**config.mk**
```make
export PLATFORM = sky130hd
export DESIGN_NAME = mad_inverse
export DESIGN_NICKNAME = d
export VERILOG_FILES = /design/src/rtl/mad_pkg.sv /design/src/rtl/mad_div_step.sv /design/src/rtl/mad_inverse.sv
export SDC_FILE = /design/constraint.sdc
export NUM_CORES = 1
export LEC_CHECK = 0
export CAP_MARGIN = 40
export CORE_MARGIN = 4
export CORE_UTILIZATION = 35
export CTS_CLUSTER_SIZE = 30
export DETAILED_ROUTE_END_ITERATION = 6
export PLACE_DENSITY = 0.64
export SYNTH_ARGS = -nofsm -noshare
export SYNTH_HDL_FRONTEND = slang
export SYNTH_SLANG_ARGS = --single-unit
```
**constraint.sdc**
```tcl
create_clock -name clk -period 7.67 [get_ports clk]
set_input_delay 1.1505 -clock clk [delete_from_list [all_inputs] [get_ports clk]]
set_output_delay 1.1505 -clock clk [all_outputs]
set_load 0.02 [all_outputs]
```
**src/rtl/mad_pkg.sv**
```systemverilog
// mad_pkg: shared definitions for the multiply-add forward datapath and its
// sequential inverse.
//   MAD_W        default operand width
//   MAD_RW       result / quotient / remainder width (2 * MAD_W)
//   ERR_Q_FILL   fill bit for the divide-by-zero quotient (all ones at any width)
//   mad_state_t  control states of the inverse block
package mad_pkg;

  localparam int MAD_W  = 8;
  localparam int MAD_RW = 2 * MAD_W;

  // Replicated to the result width so the error quotient stays all ones
  // whatever W the block is built with.
  localparam logic ERR_Q_FILL = 1'b1;

  typedef enum logic [1:0] {
    ST_IDLE,
    ST_MUL,
    ST_DIV,
    ST_DONE
  } mad_state_t;

endpackage

```
**src/rtl/mad_div_step.sv**
```systemverilog
// mad_div_step: one combinational restoring-division step.
// Ports:
//   r_in      partial remainder entering the step (always < divisor)
//   next_bit  next dividend bit, shifted in at the LSB
//   divisor   divisor
//   r_out     partial remainder after the step
//   q_bit     quotient bit produced by the step
module mad_div_step
  import mad_pkg::*;
#(
  parameter int RW = MAD_RW
) (
  input  logic [RW-1:0] r_in,
  input  logic          next_bit,
  input  logic [RW-1:0] divisor,
  output logic [RW-1:0] r_out,
  output logic          q_bit
);

  logic [RW:0] r_shift;
  logic [RW:0] r_sub;

  // Because r_in < divisor, the shifted value is below 2*divisor. A trial
  // result below divisor therefore fits in RW bits, and a negative one sets
  // the top bit, so that bit serves directly as the borrow.
  assign r_shift = {r_in, next_bit};
  assign r_sub   = r_shift - {1'b0, divisor};
  assign q_bit   = ~r_sub[RW];
  assign r_out   = q_bit ? r_sub[RW-1:0] : r_shift[RW-1:0];

endmodule

```
**src/rtl/mad_inverse.sv**
```systemverilog
// mad_inverse: recovers a from y = a*b*c + d by restoring division,
// one quotient bit per cycle.
// Ports:
//   clk, reset_n          clock (rising edge), async active-low reset
//   in_valid / in_ready   operand handshake (y, b, c, d)
//   out_valid / out_ready result handshake
//   quotient, remainder   recovered a and (y-d) mod (b*c)
//   err_div0              b*c was zero
//   err_under             y was below d
//   busy                  an operation is in flight
module mad_inverse
  import mad_pkg::*;
#(
  parameter int W = MAD_W
) (
  input  logic            clk,
  input  logic            reset_n,
  input  logic            in_valid,
  output logic            in_ready,
  input  logic [2*W-1:0]  y,
  input  logic [W-1:0]    b,
  input  logic [W-1:0]    c,
  input  logic [W-1:0]    d,
  output logic            out_valid,
  input  logic            out_ready,
  output logic [2*W-1:0]  quotient,
  output logic [2*W-1:0]  remainder,
  output logic            err_div0,
  output logic            err_under,
  output logic            busy
);

  localparam int RW = 2 * W;
  localparam int CW = $clog2(RW);

  mad_state_t state, next_state;

  logic [RW-1:0] y_q;
  logic [W-1:0]  b_q, c_q, d_q;
  logic [RW-1:0] divisor_q;
  logic [RW-1:0] dividend_q;
  logic [RW-1:0] r_q;
  logic [RW-2:0] q_work_q;
  logic [CW-1:0] count_q;
  logic [RW-1:0] quotient_q;
  logic [RW-1:0] remainder_q;
  logic          err_div0_q;
  logic          err_under_q;
  logic          out_valid_q;

  logic [RW-1:0] product;
  logic [RW-1:0] diff;
  logic          y_below_d;
  logic          prod_zero;
  logic          accept;
  logic          out_hs;
  logic          last_step;
  logic [RW-1:0] r_next;
  logic          q_bit;

  assign product   = RW'(b_q) * RW'(c_q);
  assign diff      = y_q - RW'(d_q);
  assign y_below_d = y_q < RW'(d_q);
  assign prod_zero = (product == '0);
  assign accept    = in_valid && (state == ST_IDLE);
  assign out_hs    = out_valid_q && out_ready;
  assign last_step = (count_q == CW'(RW - 1));

  mad_div_step #(.RW(RW)) u_step (
    .r_in     (r_q),
    .next_bit (dividend_q[RW-1]),
    .divisor  (divisor_q),
    .r_out    (r_next),
    .q_bit    (q_bit)
  );

  always_ff @(posedge clk or negedge reset_n) begin
    if (!reset_n) state <= ST_IDLE;
    else          state <= next_state;
  end

  always_comb begin
    next_state = state;
    case (state)
      ST_IDLE: if (accept) next_state = ST_MUL;
      ST_MUL:  next_state = (y_below_d || prod_zero) ? ST_DONE : ST_DIV;
      ST_DIV:  if (last_step) next_state = ST_DONE;
      ST_DONE: if (out_hs) next_state = ST_IDLE;
      default: next_state = ST_IDLE;
    endcase
  end

  always_comb begin
    in_ready = (state == ST_IDLE);
    busy     = (state != ST_IDLE);
  end

  // The result only becomes valid on the cycle after DONE is entered, and a
  // handshake is only possible once it is, so every result is seen for at
  // least one full cycle.
  always_ff @(posedge clk or negedge reset_n) begin
    if (!reset_n) out_valid_q <= 1'b0;
    else          out_valid_q <= (state == ST_DONE) && !out_hs;
  end

  always_ff @(posedge clk or negedge reset_n) begin
    if (!reset_n) begin
      y_q         <= '0;
      b_q         <= '0;
      c_q         <= '0;
      d_q         <= '0;
      divisor_q   <= '0;
      dividend_q  <= '0;
      r_q         <= '0;
      q_work_q    <= '0;
      count_q     <= '0;
      quotient_q  <= '0;
      remainder_q <= '0;
      err_div0_q  <= 1'b0;
      err_under_q <= 1'b0;
    end else begin
      case (state)
        ST_IDLE: begin
          if (accept) begin
            y_q         <= y;
            b_q         <= b;
            c_q         <= c;
            d_q         <= d;
            err_div0_q  <= 1'b0;
            err_under_q <= 1'b0;
          end
        end
        ST_MUL: begin
          divisor_q  <= product;
          dividend_q <= diff;
          r_q        <= '0;
          q_work_q   <= '0;
          count_q    <= '0;
          // Underflow wins over divide-by-zero for the result values, but
          // both flags are reported.
          if (y_below_d) begin
            err_under_q <= 1'b1;
            err_div0_q  <= prod_zero;
            quotient_q  <= '0;
            remainder_q <= '0;
          end else if (prod_zero) begin
            err_div0_q  <= 1'b1;
            quotient_q  <= {RW{ERR_Q_FILL}};
            remainder_q <= diff;
          end
        end
        ST_DIV: begin
          r_q        <= r_next;
          q_work_q   <= {q_work_q[RW-3:0], q_bit};
          dividend_q <= {dividend_q[RW-2:0], 1'b0};
          count_q    <= count_q + 1'b1;
          if (last_step) begin
            quotient_q  <= {q_work_q, q_bit};
            remainder_q <= r_next;
          end
        end
        default: begin
        end
      endcase
    end
  end

  assign out_valid = out_valid_q;
  assign quotient  = quotient_q;
  assign remainder = remainder_q;
  assign err_div0  = err_div0_q;
  assign err_under = err_under_q;

endmodule

```
Word level (Yosys, flattened, before mapping). Index checks and enable logic that the tools add are counted.

Reductions and logical operators: 15. $lt $le $gt $ge: 1. $mul: 1. $add $sub $neg: 3. Bitwise logic cells: 1. Muxes and demuxes: 24. Eq/ne operators: 9.

Operators by type and width (number): $pmux W16 S2 (4); $mux W16 (7); $pmux W15 S2 (1); $sub A17 B16 Y17 (1); $logic_not A16 Y1 (1); $lt A16 B8 Y1 (1); $mul A8 B8 Y16 (1); $sub A16 B8 Y16 (1); $reduce_and A3 Y1 (4); $pmux W2 S4 (1); $pmux W4 S2 (1); $mux W2 (3); $ne A2 B2 Y1 const B (3); $reduce_bool A2 Y1 (3); $mux W1 (5); $add A4 B1 Y4 const B (1); $eq A2 B2 Y1 const B (2); $eq A4 B4 Y1 const B (1); $pmux W1 S2 (2); $logic_and A1 B1 Y1 (3); $ne A3 B3 Y1 const B (1); $eq A2 B1 Y1 const B (1); $logic_not A2 Y1 (1); $ne A2 B1 Y1 const B (1); other kinds (4) (4).

Register bits: 144. Output and inout bits: 37. Bits of input ports: 44.

Logic depth before layout (Yosys ltp).
Word-level depth: 5. Mapped depth: 21. Gate-level depth less buffers: 18.

Modules after synthesis. From an unflattened synthesis, not the netlist that was laid out.

Cells, all modules: 1012. Area total of the unflattened synthesis: 10052.1 um2.

By module, submodules not included: mad_inverse (seq. area each 3603.5 um2, times used 1, cells each 884, area each 9039.9 um2); mad_div_step (seq. area each 0.0 um2, times used 1, cells each 128, area each 1012.2 um2).

Worst setup path after synthesis. Ideal clock, no wire load.

Path type: flip-flop to flip-flop. Start: register b_q[3]. End: register quotient_q[0], in the netlist quotient[0]. Arrival time: 5.614 ns. Cell stages (with the launch flop): 20. Path buffers: 3. Required time: 7.545 ns. Setup slack: 1.931 ns. Library setup time: 0.125 ns. Period minus slack after synthesis: 5.739 ns. Cell sequence: dfrtp_1 > and2_1 > fa_1 > fa_1 > inv_1 > fa_1 > fa_1 > inv_1 > ha_1 > and3_1 > a221o_1 > o22ai_2 > xnor2_1 > or4_1 > or4_1 > buf_2 > and2_4 > buf_6 > buf_6 > mux2_4.

Cells in the longest elaborated chain, start to end: 4.

Ends and longest elaborated chain: start, declared (RTL line mad_inverse.sv:39) `logic [W-1:0] b_q, c_q, d_q;`; start signal, assigned (RTL line mad_inverse.sv:109) `b_q <= '0;`; start signal, assigned (RTL line mad_inverse.sv:126) `b_q <= b;`; $mul A8 B8 Y16 (RTL line mad_inverse.sv:61) `assign product = RW'(b_q) * RW'(c_q);`; $logic_not A16 Y1 (RTL line mad_inverse.sv:64) `assign prod_zero = (product == '0);`; $ne A3 B3 Y1 (no source line); $reduce_and A3 Y1 (no source line); end signal, assigned (RTL line mad_inverse.sv:148) `quotient_q <= {RW{ERR_Q_FILL}};`; end signal, assigned (RTL line mad_inverse.sv:158) `quotient_q <= {q_work_q, q_bit};`; end, declared (RTL line mad_inverse.sv:45) `logic [RW-1:0] quotient_q;`.

No other way between the ends. A chain may end at the register's enable or synchronous reset.

Worst setup path in the final report.
Start: register b_q[3]. End: register quotient_q[10], in the netlist quotient[10].

The elaborated chain is that of the path after synthesis.

==> summary.md <==
| Metric | Value |
|---|---|
| Max incr delay on CP | 0.67 ns |
| First-pass GRT wire length | 39.4 mm |
| Routed wire length | around 23 mm |
| Fin Clk Skew | approximately 0.012 ns |
| CP max-delay cell | or4_1 |
| CTS sink cnt | around 140 |
| Crit path buf inv count | 2 |
| Largest family of logic cells by synthesized area | adder cells |
| Post-synth ARST share | 100% |
| Post-synth top cells | dfrtp_1, inv_1, o21ai_0 |
| Syn Nets | roughly 1,100 |
| Die W | roughly 180 um |
| Gates resized, CTS repair | 0 |
| Filler Cell Count | approximately 2,800 |
| Initial antenna violation count | 0 |
| Main flop type after synthesis | dfrtp_1 |
| Distinct cells, synth | between 60 and 70 |
| Hpwl dp | 17.3 mm |
| Cells along the critical path | and2_1 > fa_1 > fa_1 > inv_1 > fa_1 > fa_1 > inv_1 > ha_1 > o21ai_0 > a21oi_1 > o21a_1 > o311ai_1 > or4_1 > or4_1 > and2_4 > mux2_4 |
| Total setup buffers inserted after CTS | 0 |
| Mux share of post-synthesis cell area | around 11% |
| Synth Area in Compound Gates | 14.2% |
| CP startpoint kind | register |
| Worst slew margin | between 40 and 50% |
| Global placer's final weighted congestion | 0.845 |
| GRT Util Overall | between 10% and 20% |
| Final Hold Fails | 0 |
| Synthesized flop and latch total | roughly 140 |
| Slew Limit Fails | 0 |
| CTS H-Tree Depth | 4 |
| Most used cell, CP | fa_1 |
| Core Area | between 20,000 and 30,000 sq um |
| CP Max Fanout | 32 |
| Most frequent cell after synthesis | dfrtp_1 |
| Synth Area in XOR/XNOR | under 10% |
| Worst Setup End Kind | register |
| Total congestion overflow | 0 |
| Cell taking the most area after synthesis | dfrtp_1 |
| Diodes inserted | 0 |
| Clk buf depth | 2 |
| Core Util, Final | 42.1% |
| Final Critical Period | between 6 and 7 ns |
| Post-synth EDFFs | 0 |
| Worst Max-Slew Pin Slew | approximately 0.83 ns |
| Post-route ant nets | 0 |
| Layout area overhead | 18.8% |
| DRC errors left | 0 |
| Final Cycle Share | between 70% and 80% |
| Starting DRT DRC Count | roughly 430 |
| Setup Viol. Count Final | 0 |
| Mapped cell area | between 9000 and 10,000 sq um |
| Num CTS Buffers | 17 |
| Share of the synthesized area in the top cell type | 36.6% |
| Hold Path Class | register to register |
| CP required | roughly 8.0 ns |
| Register area share after synthesis | between 30% and 40% |
| Delay-heaviest family, CP | adder cells |
| Synth top area cells | dfrtp_1, ha_1, fa_1 |
| # Max-Cap Violations | 0 |
| Router iterations before antenna repair | 5 |
| Clk Latency, worst-skew pair | 0.43 ns |
| Final #Nets | roughly 1,200 |
| Routed vias | between 7,000 and 8,000 |
| Yosys Warn Count | 0 |
| Die Area | roughly 31,000 sq um |
| Vias per cell | 5.02 |
| Chip Height | 176 um |
| Avg Cell Area, Syn | between 9 and 10 sq um |
| Post-synthesis adder-cell area fraction | around 16% |
| RSZ-0062 raised after global routing | no |
| Setup Crit Path Kind | register to register |
| Maximum achievable frequency | between 0.15 and 0.2 GHz |
| Status | completed |
| Rows | between 60 and 70 |
| Arrival time at the worst endpoint | between 6 and 7 ns |
| CTS clock-pin slew for the worst setup and hold paths | roughly 0.070 ns |
| Cts hold-fix bufs | 0 |
| Layout cells sized above 1 | between 10 and 15% |
| CTS tree | yes |
| Io pins | roughly 80 |
| PortBufs | 80 |
| Pin count of the biggest net entering global routing | 90 |
| Clock root cell | clkbuf_16 |
| Starting Density | 35.4% |
| Synth Instances | 1,002 |
| Vias in the first global route | 7,497 |
| Routed len/inst | approximately 16 um |
| Setup TNS | 0 ns |
| Simple-gate share of the synthesized area | around an eighth |
==> final cells by class <==
class                   count  area (sq um)  area share (%)
well taps                 378           473            4.04
clock buffers              18           439            3.76
multi-input cells         701          5630            48.2
flip-flops and latches    144          3600            30.8
clock inverters            13           153            1.31
inverters                 121           454            3.88
repair buffers             91           941            8.05
==> worst reg2reg max path: stages (launching register included) <==
cell	delay (ns)
dfrtp_1	0.48
and2_1	0.22
fa_1	0.45
fa_1	0.54
inv_1	0.05
fa_1	0.50
fa_1	0.54
inv_1	0.04
ha_1	0.35
o21ai_0	0.10
a21oi_1	0.35
o21a_1	0.23
o311ai_1	0.12
or4_1	0.56
or4_1	0.67
and2_4	0.38
mux2_4	0.38
==> worst paths after layout <==
check / startpoint / to / slack (ns) / depth (start not counted)
setup reg to reg: b_q[3]$_DFFE_PN0P_ / quotient[10]$_DFFE_PN0P_ / 1.59 / 16
hold reg to reg: dividend_q[13]$_DFFE_PN0P_ / dividend_q[13]$_DFFE_PN0P_ / 0.48 / 1
min in group asynchronous: reset_n / quotient[0]$_DFFE_PN0P_ / 0.79 / 1
max in group asynchronous: reset_n / b_q[6]$_DFFE_PN0P_ / 5.57 / 2
hold / removal: dividend_q[13]$_DFFE_PN0P_ / dividend_q[13]$_DFFE_PN0P_ / 0.48 / 1
setup / recovery: b_q[3]$_DFFE_PN0P_ / quotient[10]$_DFFE_PN0P_ / 1.59 / 16
==> cells in the final DEF, fill, tap and decap left out, types with 10 or more instances in the layout <==
master           count
nor3_1              19
nand2_1             65
clkbuf_16           17
inv_1              120
a21o_1              17
clkdlybuf4s50_1     79
dfrtp_1            144
xor2_1              12
nand3_1             31
fa_1                38
xnor2_1             18
mux2i_1             19
mux2_4              25
a21oi_1             49
nor2_1              43
o21a_1              10
o21ai_0             76
and2_1              53
ha_1                63
mux2_2              48
==> per-layer routing <==
| layer | wire length, um | track usage, % | part of all wire, % |
|---|---|---|---|
| met4 | 267 | 3.93 | 1.2 |
| met3 | 765 | 2.00 | 3.3 |
| met5 | 0 | 0 | 0 |
| met1 | 11000 | 22.1 | 48 |
| met2 | 11000 | 25.6 | 48 |
==> sequential cells by signal (all words and copies together), names as in the netlist, 4 cells and up <==
register and cells:
dividend_q 16, divisor_q 16, quotient 16, r_q 16, remainder 16, y_q 16, q_work_q 15, b_q 8
c_q 8, d_q 8, count_q 4
==> metrics by stage <==
| stage | instances | instance area [sq um] | hold slack, ns | worst slack, ns |
|---|---|---|---|---|
| 2_1_floorplan | 1002 | 9850 | 0.448 | 1.93 |
| 3_3_place_gp | 1430 | 11000 | 0.458 | 1.70 |
| 3_5_place_dp | 1435 | 11100 | 0.466 | 1.62 |
| 4_1_cts | 1466 | 11700 | 0.482 | 1.60 |
| 5_1_grt | 1466 | 11700 | 0.498 | 1.29 |
| 6_report | 1466 | 11700 | 0.483 | 1.59 |
==> logic make-up (layout without fill, tap and decap cells) <==
kind of cell / count (synthesis) / after routing
flops: 144 / 144
compound gates: 223 / 223
buf+inv: 157 / 243
mux: 92 / 92
fa+ha+maj: 103 / 103
xor+xnor: 30 / 30
simple gates: 253 / 253
Power is left out: the tool's default activity adds up to more than one toggle a clock period on the data nets, which glitch-free logic cannot reach.
